--- config.mk ---
export PLATFORM = sky130hd
export DESIGN_NAME = pipe_ctrl
export DESIGN_NICKNAME = d
export VERILOG_FILES = /design/src/rtl/pipe_ctrl.sv
export SDC_FILE = /design/constraint.sdc
export NUM_CORES = 1
export LEC_CHECK = 0
export ABC_AREA = 1
export BUFFER_PORTS_ARGS = -buffer_cell sky130_fd_sc_hd__buf_2
export CAP_MARGIN = 5
export CORE_ASPECT_RATIO = 1.25
export CORE_UTILIZATION = 45
export CTS_CLUSTER_DIAMETER = 50
export DETAILED_ROUTE_END_ITERATION = 12
export GPL_TIMING_DRIVEN = 0
export MAX_ROUTING_LAYER = met4
export PLACE_DENSITY = 0.84
export SLEW_MARGIN = 20
export SYNTH_ARGS = -nofsm -noshare
export SYNTH_HDL_FRONTEND = slang
export SYNTH_SLANG_ARGS = --single-unit
--- constraint.sdc ---
create_clock -name clk -period 2 [get_ports clk]
set_clock_uncertainty 0.15 [all_clocks]
set_input_delay 0.4 -clock clk [delete_from_list [all_inputs] [get_ports clk]]
set_output_delay 0.4 -clock clk [all_outputs]
set_load 0.02 [all_outputs]
--- src/rtl/pipe_ctrl.sv ---
// pipe_ctrl: pipeline hazard / exception controller.
//   Arbitrates per-stage stall requests and sequences the exception flush.
//   It waits one IDLE detection cycle, then one FLUSH cycle that pulses
//   flush, then two REFILL cycles.
//   It also watches for stall requests that are held for too long.
// Ports:
//   clk, rst            clock, asynchronous active-high reset
//   stallreq_id/ex/mem  stall requests from decode / execute / memory
//   excepttype_i        exception code from memory stage (0 = none)
//   epc_i               return address used for eret (code 0xe)
//   stall[5:0]          per-stage hold: pc, if, id, ex, mem, wb
//   flush               one-cycle registered flush pulse
//   new_pc              redirect target, meaningful while flush=1
//   busy                high outside IDLE
//   stall_timeout       sticky: some stall request held for 255 cycles
module pipe_ctrl (
  input  logic        clk,
  input  logic        rst,
  input  logic        stallreq_id,
  input  logic        stallreq_ex,
  input  logic        stallreq_mem,
  input  logic [31:0] excepttype_i,
  input  logic [31:0] epc_i,
  output logic [5:0]  stall,
  output logic        flush,
  output logic [31:0] new_pc,
  output logic        busy,
  output logic        stall_timeout
);

  localparam logic [1:0] ST_IDLE   = 2'd0;
  localparam logic [1:0] ST_FLUSH  = 2'd1;
  localparam logic [1:0] ST_REFILL = 2'd2;

  logic [1:0]  r_state, w_state_d;
  logic        r_refill_cnt, w_refill_cnt_d;
  logic [31:0] r_new_pc, w_new_pc_d;
  logic [7:0]  r_cnt, w_cnt_d;
  logic        r_timeout;

  logic        w_exc_take;
  logic        w_any_req;
  logic [5:0]  w_stall_req;
  logic [31:0] w_target;

  // Exceptions are only accepted in IDLE; REFILL deliberately ignores them.
  assign w_exc_take = (r_state == ST_IDLE) && (excepttype_i != 32'h0);
  assign w_any_req  = stallreq_id | stallreq_ex | stallreq_mem;

  always_comb begin
    w_stall_req = 6'b000000;
    if (stallreq_mem)     w_stall_req = 6'b011111;
    else if (stallreq_ex) w_stall_req = 6'b001111;
    else if (stallreq_id) w_stall_req = 6'b000111;
  end

  always_comb begin
    w_target = 32'h00000040;
    if (excepttype_i == 32'h00000001)      w_target = 32'h00000020;
    else if (excepttype_i == 32'h0000000e) w_target = epc_i;
  end

  // The stall output is combinational, so reset has to gate it explicitly.
  always_comb begin
    stall = w_stall_req;
    if (rst || (r_state == ST_FLUSH) || w_exc_take) stall = 6'b000000;
  end

  always_comb begin
    w_state_d      = r_state;
    w_refill_cnt_d = r_refill_cnt;
    w_new_pc_d     = r_new_pc;
    case (r_state)
      ST_IDLE: begin
        if (w_exc_take) begin
          w_state_d  = ST_FLUSH;
          w_new_pc_d = w_target;
        end
      end
      ST_FLUSH: begin
        w_state_d      = ST_REFILL;
        w_refill_cnt_d = 1'b0;
      end
      ST_REFILL: begin
        if (r_refill_cnt) w_state_d = ST_IDLE;
        w_refill_cnt_d = 1'b1;
      end
      default: w_state_d = ST_IDLE;
    endcase
  end

  always_comb begin
    w_cnt_d = r_cnt;
    if ((r_state == ST_FLUSH) || !w_any_req) w_cnt_d = 8'h00;
    else if (r_cnt != 8'hff)                 w_cnt_d = r_cnt + 8'h01;
  end

  always_ff @(posedge clk or posedge rst) begin
    if (rst) begin
      r_state      <= ST_IDLE;
      r_refill_cnt <= 1'b0;
      r_new_pc     <= 32'h00000000;
      r_cnt        <= 8'h00;
      r_timeout    <= 1'b0;
    end else begin
      r_state      <= w_state_d;
      r_refill_cnt <= w_refill_cnt_d;
      r_new_pc     <= w_new_pc_d;
      r_cnt        <= w_cnt_d;
      r_timeout    <= r_timeout | (w_cnt_d == 8'hff);
    end
  end

  assign flush         = (r_state == ST_FLUSH);
  assign busy          = (r_state != ST_IDLE);
  assign new_pc        = r_new_pc;
  assign stall_timeout = r_timeout;

endmodule

==> out/results.ini, run 1 <==
[clock_network]
htree_levels=2
cts.sinks=44
clk_pin_slew_ns=0.08
clk_latency_ns=0.29
numCtsBuffers=5
clockBufferDepth=2
cts_root_buffer=clkbuf_8
cts_tree=yes

[synthesis]
synth_top_area_share=0.4716
synth_area_um2=2335
syn_avg_cell_area_um2=7.630
synth_warnings=0
synth_area_leaders=dfrtp_1 (47%), nand2_1 (12%), nand3_1 (11%)
syn-instance-count=306
syn-num-nets=379
yosysTopAreaCell=dfrtp_1
ys_types=22
yosysSeqAreaShare=0.4716
synth_seq_cells=44

[setup_path]
worstSetupStartpointType=input port
cp_num_buf_inv=4
critical-path-max-stage-delay_ns=0.15
critPathLaunch=excepttype_i[7]
r2r_start=r_state[0]
cp_top_family=simple AND/OR/NAND/NOR gates
worstPathArrival_ns=1.61
cp.required_ns=1.45
crit_type=input port to output pin
crit_slowest_cell=nor2_1
cp_common_cell=nor2_4
path_cells=buf_6 -> nor2_4 -> nand2_2 -> nor2_1 -> nand2_1 -> nor2_4 -> nor2_4 -> clkinv_4 -> nand2_4 -> nor2_4 -> buf_6 -> buf_6
end_kind=output pin
path_max_fanout=3

[detailed_routing]
via_per_inst=5.112
drtAntennaViolNets=0
dr.pass1.iters=4
drc=0
drt_iter0_drc=85
drt-total-wl_um=6837
detail_route.wl_per_cell_um=13.43
vias=2602

[outcome]
outcome=complete, but fails checks
violations=setup timing

[cells_and_area]
nNetsFinal=522
final_common_cell=buf_2
syn_to_final_growth_pct=46.68
n_antenna_cell=0
final_cell_mix=buf_2 (103), nand2_1 (74), nand3_1 (47)
drive_gt1_frac=0.4076
nFillCells=355
fin_cells=509

[floorplanning]
rows=28
design.core.area_um2=4870
io_pins=110
die_width_um=66.43
die_y_um=82.53
die_area_um2=5482
initial_core_util=0.4794

[sta]
hold_viol=0
finalSetupTns_ns=-0.5641
max_slew_margin=0.6220
fin_crit_ns=2.156
setup_violations=5
fmax_mhz=463.8
drv_slew=0
fin_crit_sh=1.078
tightest_slew_ns=0.5648
rsz0062_at_grt=yes
worst_slack_ns=-0.1563

[place]
place_congestion=0.8385
dp_hpwl_um=4431
dp_cells=475
port_buffers=108

[grt]
grt_overflow=0
grt_usage=0.2633
grt_pass1_vias=2488
grt_pass1_wl_um=10600
grt_max_degree=29
antenna_found_initial=0

[power]
power_per_cell_area_nw_per_um2=483.1
ir_drop_v=0.0003342
total_power_w=0.001655
leakage_nw=1.784

[min_path]
min_from=epc_i[28]
hold_class=input port to flip-flop

[job]
max_cap_viol_count=0

-- worst min-delay path: stages --
cell and delay, ns:
buf_2 0.10, nand3_1 0.07, o21ai_1 0.06
-- state kept, by name (all words and copies together) (netlist names) --
name,cells
r_refill_cnt,1
stall_timeout,1
r_state,2
new_pc,32
r_cnt,8
-- logic make-up (layout without fill, tap and decap cells) --
| logic type | count (synthesis) | in the layout | share of synthesized area |
|---|---|---|---|
| fa+ha+maj | 4 | 4 | 0.02144 |
| other cells | 1 | 1 | 0.001606 |
| compound gates | 39 | 39 | 0.08467 |
| buf+inv | 47 | 190 | 0.1018 |
| flops | 44 | 44 | 0.4716 |
| simple gates | 171 | 171 | 0.3189 |
-- per-layer routing --
metal	vias to the layer above	global-route usage	wire (um)	part of all wire
met5	-	-	0	0
met4	0	0.1043	146	0.021
met3	12	0.03159	312	0.046
met2	103	0.4929	3773	0.55
li1	1256	-	-	-
met1	1231	0.2795	2605	0.38
-- timing repair --
item,CTS,global route
setup endpoints to repair,5,36
gates resized for setup,22,18
hold buffers,1,0
endpoints found under the hold margin,16,0
buffers inserted,21,7
pin swaps,14,15
gates cloned,0,1
-- power breakdown --
| part | switching [W] | total, W | internal, W |
|---|---|---|---|
| Sequential | 0.00000542 | 0.000898 | 0.000893 |
| Combinational | 0.0000784 | 0.000162 | 0.0000838 |
| Clock | 0.000287 | 0.000594 | 0.000308 |
-- stage by stage --
stage / cell area, um2 / util / hold WS, ns / setup slack (ns)
after global placement: 2973 / 0.6105 / 0.3127 / -0.2015
after CTS: 3334 / 0.6847 / 0.2091 / -0.08526
after global routing: 3425 / 0.7032 / 0.2126 / -0.2062
after detailed placement: 2993 / 0.6146 / 0.2606 / -0.2529
after floorplan: 2357 / - / 0.3175 / 0.01112
final: 3425 / 0.7032 / 0.2146 / -0.1563
-- path summary, 6_finish.rpt --
path / end / slack [ns] / depth (start not counted)
setup reg to reg: stall_timeout / 0.16 / 6
max in group asynchronous: new_pc[19] / 0.71 / 4
hold reg to reg: new_pc[17] / 0.34 / 2
min in group asynchronous: r_cnt[4] / 0.52 / 3
hold / removal: new_pc[28] / 0.21 / 3
setup / recovery: stall[1] / -0.16 / 12
-- synth_stat cells, drive strengths merged --
| master | number |
|---|---|
| dfrtp | 44 |
| nor2 | 41 |
| o21ai | 36 |
| conb | 1 |
| a31oi | 2 |
| nand4 | 1 |
| nand3b | 1 |
| inv | 30 |
| nand3 | 49 |
| a21oi | 1 |
| ha | 4 |
| clkinv | 2 |
| buf | 15 |
| and2 | 1 |
| nand2 | 78 |
-- layout make-up --
type / count / area, um2 / share of cell area
plain buffers: 15 / 135.1 / 0.03946
clock buffers: 7 / 96.34 / 0.02813
inverters: 32 / 127.6 / 0.03727
multi-input cells: 215 / 1074 / 0.3135
flip-flops and latches: 44 / 1101 / 0.3215
well taps: 60 / 75.07 / 0.02192
repair buffers: 136 / 815.8 / 0.2382
(Power assumes the default switching activity.)
==> run 2: changes to the inputs <==
- PLACE_DENSITY: 0.84 -> default
- PLACE_DENSITY_LB_ADDON: default -> 0.05
==> out/results.ini, run 2 (synthesis results as in run 1) <==
[cells_and_area]
largest_register_ff_count=32
drive_gt1_frac=0.4496
final_common_cell=buf_2
final_cell_mix=buf_2 (102), nand2_1 (68), nand3_1 (45)
fin_util=0.7413
nNetsFinal=528
design_area_um2=3610
n_antenna_cell=0
syn_to_final_growth_pct=54.61

[clock_network]
htree_levels=2
cts_tree=yes
numCtsBuffers=5
cts.sinks=44
clk_latency_ns=0.30
cts_root_buffer=clkbuf_8
clockBufferDepth=2
clk_pin_slew_ns=0.09

[detailed_routing]
drt-total-wl_um=6693
detail_route.wl_per_cell_um=12.97
drt_iter0_drc=104
drtAntennaViolNets=0
via_per_inst=4.981
drc=0
dr.pass1.iters=4
vias=2570

[floorplanning]
io_pins=110
die_y_um=82.53
die_area_um2=5482
die_width_um=66.43
rows=28
initial_core_util=0.4794
design.core.area_um2=4870

[sta]
hold_viol=0
worst_slack_ns=-0.1299
worst_hold_slack_ns=0.04796
max_slew_margin=0.5868
rsz0062_at_grt=yes
setup_violations=5
tightest_slew_ns=0.6188
fmax_mhz=469.5
drv_slew=0
fin_crit_ns=2.130
fin_crit_sh=1.065

[power]
ir_drop_v=0.0003600
power_per_cell_area_nw_per_um2=488.9
leakage_nw=1.848
seqPwrFrac=0.509
swShare=0.2333
combPwrFrac=0.091
p_switching_w=0.0004117
p_int_w=0.001353
clkPwrFrac=0.401
total_power_w=0.001765

[min_path]
hold_class=input port to async pin

[grt]
gr-usage-met2=0.4918
grt_pass1_vias=2459
grt_pass1_wl_um=10580
grt_use_met1=0.2678
busiest_layer=met2
antenna_found_initial=0
grt_usage=0.2632
grt_max_degree=28
grt_use_met3=0.05907
grt_overflow=0

[setup_path]
cp.required_ns=1.45
worstPathArrival_ns=1.58
crit_slowest_cell=dfrtp_1
worstSetupStartpointType=flip-flop
end_kind=output pin
path_max_fanout=3
crit_type=flip-flop to output pin
path_cells=inv_2 -> ha_4 -> inv_4 -> nor2_4 -> clkinv_4 -> nand2_4 -> nor2_4 -> buf_6 -> buf_6
critical-path-max-stage-delay_ns=0.43

[place]
dp_hpwl_um=4359
place_congestion=0.7766
dpl_cell_area_um2=3000
port_buffers=108
place_ws_ns=-0.2373

[outcome]
outcome=complete, but fails checks
violations=setup timing

[job]
max_cap_viol_count=0

run 2: changes by cell type in the layout (fill, tap and decap cells not counted), sizes merged:
cell	before	now
buf	150	155
clkinvlp	0	2
bufinv	0	1
dlygate4sd3	1	0
run 2: critical path, delay by kind of cell (launching register included):
| kind | cells | cell delay (ns) |
|---|---|---|
| simple gates | 3 | 0.25 |
| buf+inv | 5 | 0.45 |
| flops | 1 | 0.43 |
| fa+ha+maj | 1 | 0.16 |
run 2: metal layers:
metal  wire length, um  vias to the layer above  share of wire
li1                  -                     1278              -
met1              2640                     1190           0.39
met2              3602                       90           0.54
met3               338                       12          0.051
met4               112                        0          0.017
met5                 0                        -              0
run 2: repair_timing:
action,4_1_cts,5_1_grt
setup buffers,31,4
pin swaps,17,22
endpoints found under the hold margin,0,0
cloned,0,2
hold buffers,0,0
gates resized for setup,30,31
setup endpoints to repair,5,39
run 2: metrics by stage:
step	instances	TNS, ns
after detailed placement	475	-0.8232
after global routing	516	-0.6827
after CTS	513	-0.2278
after global placement	474	-10.32
after floorplan	306	0
final	516	-0.4385
run 2: layout make-up:
class / count / area [um2]
fillers: 383 / 1260
multi-input cells: 215 / 1125
flip-flops and latches: 44 / 1101
repair buffers: 142 / 919.6
plain buffers: 15 / 142.6
inverters: 32 / 131.4
well taps: 60 / 75.07
clock buffers: 5 / 68.82
clock inverters: 3 / 46.29
run 2: final timing paths:
kind                               startpoint             to  slack [ns]  depth (start not counted)
worst min register to register  stall_timeout  stall_timeout        0.32                          2
max in group asynchronous                 rst     new_pc[18]        1.14                          3
worst min-delay path                      rst      new_pc[7]        0.05                          2
min in group clk                    epc_i[16]     new_pc[16]        0.19                          3
worst max-delay path               r_state[0]       stall[1]       -0.13                          9
worst max register to register       r_cnt[0]  stall_timeout        0.20                          9
run 2: power groups by stage:
stage          logic (W)  registers, W  clock network (W)
3_3_place_gp    0.000128      0.000915                  0
5_1_grt         0.000179      0.000899           0.000750
6_report        0.000160      0.000898           0.000707
2_1_floorplan  0.0000530      0.000914                  0
4_1_cts         0.000155      0.000898           0.000716
3_5_place_dp    0.000137      0.000915                  0
==> run 3: changes to the inputs <==
- CORE_MARGIN: default -> 2
==> out/results.ini, run 3 (synthesis results as in run 1) <==
[outcome]
outcome=complete, but fails checks
violations=setup timing

[floorplanning]
die_width_um=68.43
die_area_um2=5784
die_y_um=84.53
design.core.area_um2=5044
initial_core_util=0.4629
rows=29
io_pins=110

[grt]
antenna_found_initial=0
grt_pass1_wl_um=10190
grt_overflow=0
grt_pass1_vias=2431
grt_max_degree=34
grt_usage=0.2332

[cells_and_area]
nNetsFinal=514
syn_to_final_growth_pct=41.91
nFillCells=445
fin_util=0.6569
n_antenna_cell=0
multi_input_area_um2=1069
final_common_cell=buf_2
final_cell_mix=buf_2 (111), nand2_1 (71), nand3_1 (49)
drive_gt1_frac=0.4005
largest_register_ff_count=32
register_area_um2=1101

[detailed_routing]
drt_iter0_drc=113
via_per_inst=4.891
detail_route.wl_per_cell_um=11.96
drtAntennaViolNets=0
drc=0
dr.pass1.iters=4
vias=2465
drt-total-wl_um=6026

[clock_network]
clockBufferDepth=2
numCtsBuffers=5
cts_root_buffer=clkbuf_8
clk_pin_slew_ns=0.09
clk_latency_ns=0.30
cts.sinks=44
cts_tree=yes
htree_levels=2

[place]
port_buffers=108
place_congestion=0.7809
dp_hpwl_um=4434
place_ws_ns=-0.2210

[sta]
rsz0062_at_grt=yes
tightest_slew_ns=0.5139
fin_crit_sh=1.040
fmax_mhz=480.5
hold_viol=0
fin_crit_ns=2.081
setup_violations=5
max_slew_margin=0.6561
worst_slack_ns=-0.08097
drv_slew=0

[job]
max_cap_viol_count=0

[setup_path]
crit_type=flip-flop to output pin
worstSetupStartpointType=flip-flop
worstPathArrival_ns=1.53
rrSetupSlack_ns=0.20
cp.required_ns=1.45
path_max_fanout=3
end_kind=output pin

[power]
leakage_nw=1.748
power_per_cell_area_nw_per_um2=495.0
ir_drop_v=0.0003530

[min_path]
hold_class=input port to flip-flop

-- run 3: cell types whose count changed in the layout (fill, tap and decap cells not counted), moves of 2 or more --
cell       before  now
nor2_1         24   28
clkbuf_16       2    0
nand3_2         4    0
buf_8           2    0
nor2_4          8    5
nand2_1        68   71
buf_4          34   22
buf_6          15    8
nand3_1        45   49
buf_2         102  111
nand2_2         7    4
-- run 3: repair_timing --
item                                    in CTS  in global routing
pin swaps                                    8                  5
gates resized for setup                     20                  8
buffers inserted                            17                  4
hold endpoints to repair                    11                  0
endpoints found under the setup margin       5                  8
hold buffers                                 1                  0
-- run 3: final cells by class --
cell class | count | area share
Buffer | 15 | 0.03625
Clock buffer | 6 | 0.02492
Clock inverter | 2 | 0.004532
Inverter | 32 | 0.03852
Multi-Input combinational cell | 215 | 0.3225
Sequential cell | 44 | 0.3323
Tap cell | 62 | 0.02341
Timing Repair Buffer | 128 | 0.2175
-- run 3: worst max-delay path: stages (launching register included) --
cell and delay [ns]:
dfrtp_1 0.42, inv_2 0.09, ha_4 0.15, inv_4 0.04
nor2_4 0.11, clkinv_4 0.08, nand2_4 0.08, nor2_4 0.04
buf_6 0.11, buf_6 0.12
-- run 3: where the power goes --
part           switching [W]  total [W]  internal (W)
clock               0.000323   0.000603      0.000280
sequential        0.00000496   0.000898      0.000893
combinational      0.0000693   0.000139     0.0000701
-- run 3: stage by stage --
step	cells	TNS (ns)	cell area, um2	hold WS [ns]	total power (W)
4_1_cts	503	-0.3481	3286	0.1915	0.001655
3_5_place_dp	477	-0.7487	2995	0.2319	0.001051
3_3_place_gp	476	-11.38	2975	0.2934	0.001043
6_report	504	-0.1810	3313	0.1989	0.001640
5_1_grt	504	-0.6070	3313	0.1988	0.001712
2_1_floorplan	306	0	2357	0.3175	0.0009674
-- run 3: layer usage --
layer | wire length [um] | track usage | up-vias
li1 | - | - | 1245
met1 | 2492 | 0.2825 | 1121
met2 | 3029 | 0.3741 | 84
met3 | 348 | 0.05228 | 15
met4 | 156 | 0.08182 | 0
met5 | 0 | - | -
-- run 3: worst paths after layout --
| path | depth (start not counted) | start | end |
|---|---|---|---|
| worst min register to register | 2 | stall_timeout | stall_timeout |
| max in group asynchronous | 4 | rst | new_pc[5] |
| worst max register to register | 11 | r_cnt[1] | stall_timeout |
| min in group asynchronous | 3 | rst | new_pc[9] |
| worst max-delay path | 9 | r_state[0] | stall[2] |
| worst min-delay path | 3 | epc_i[31] | new_pc[31] |
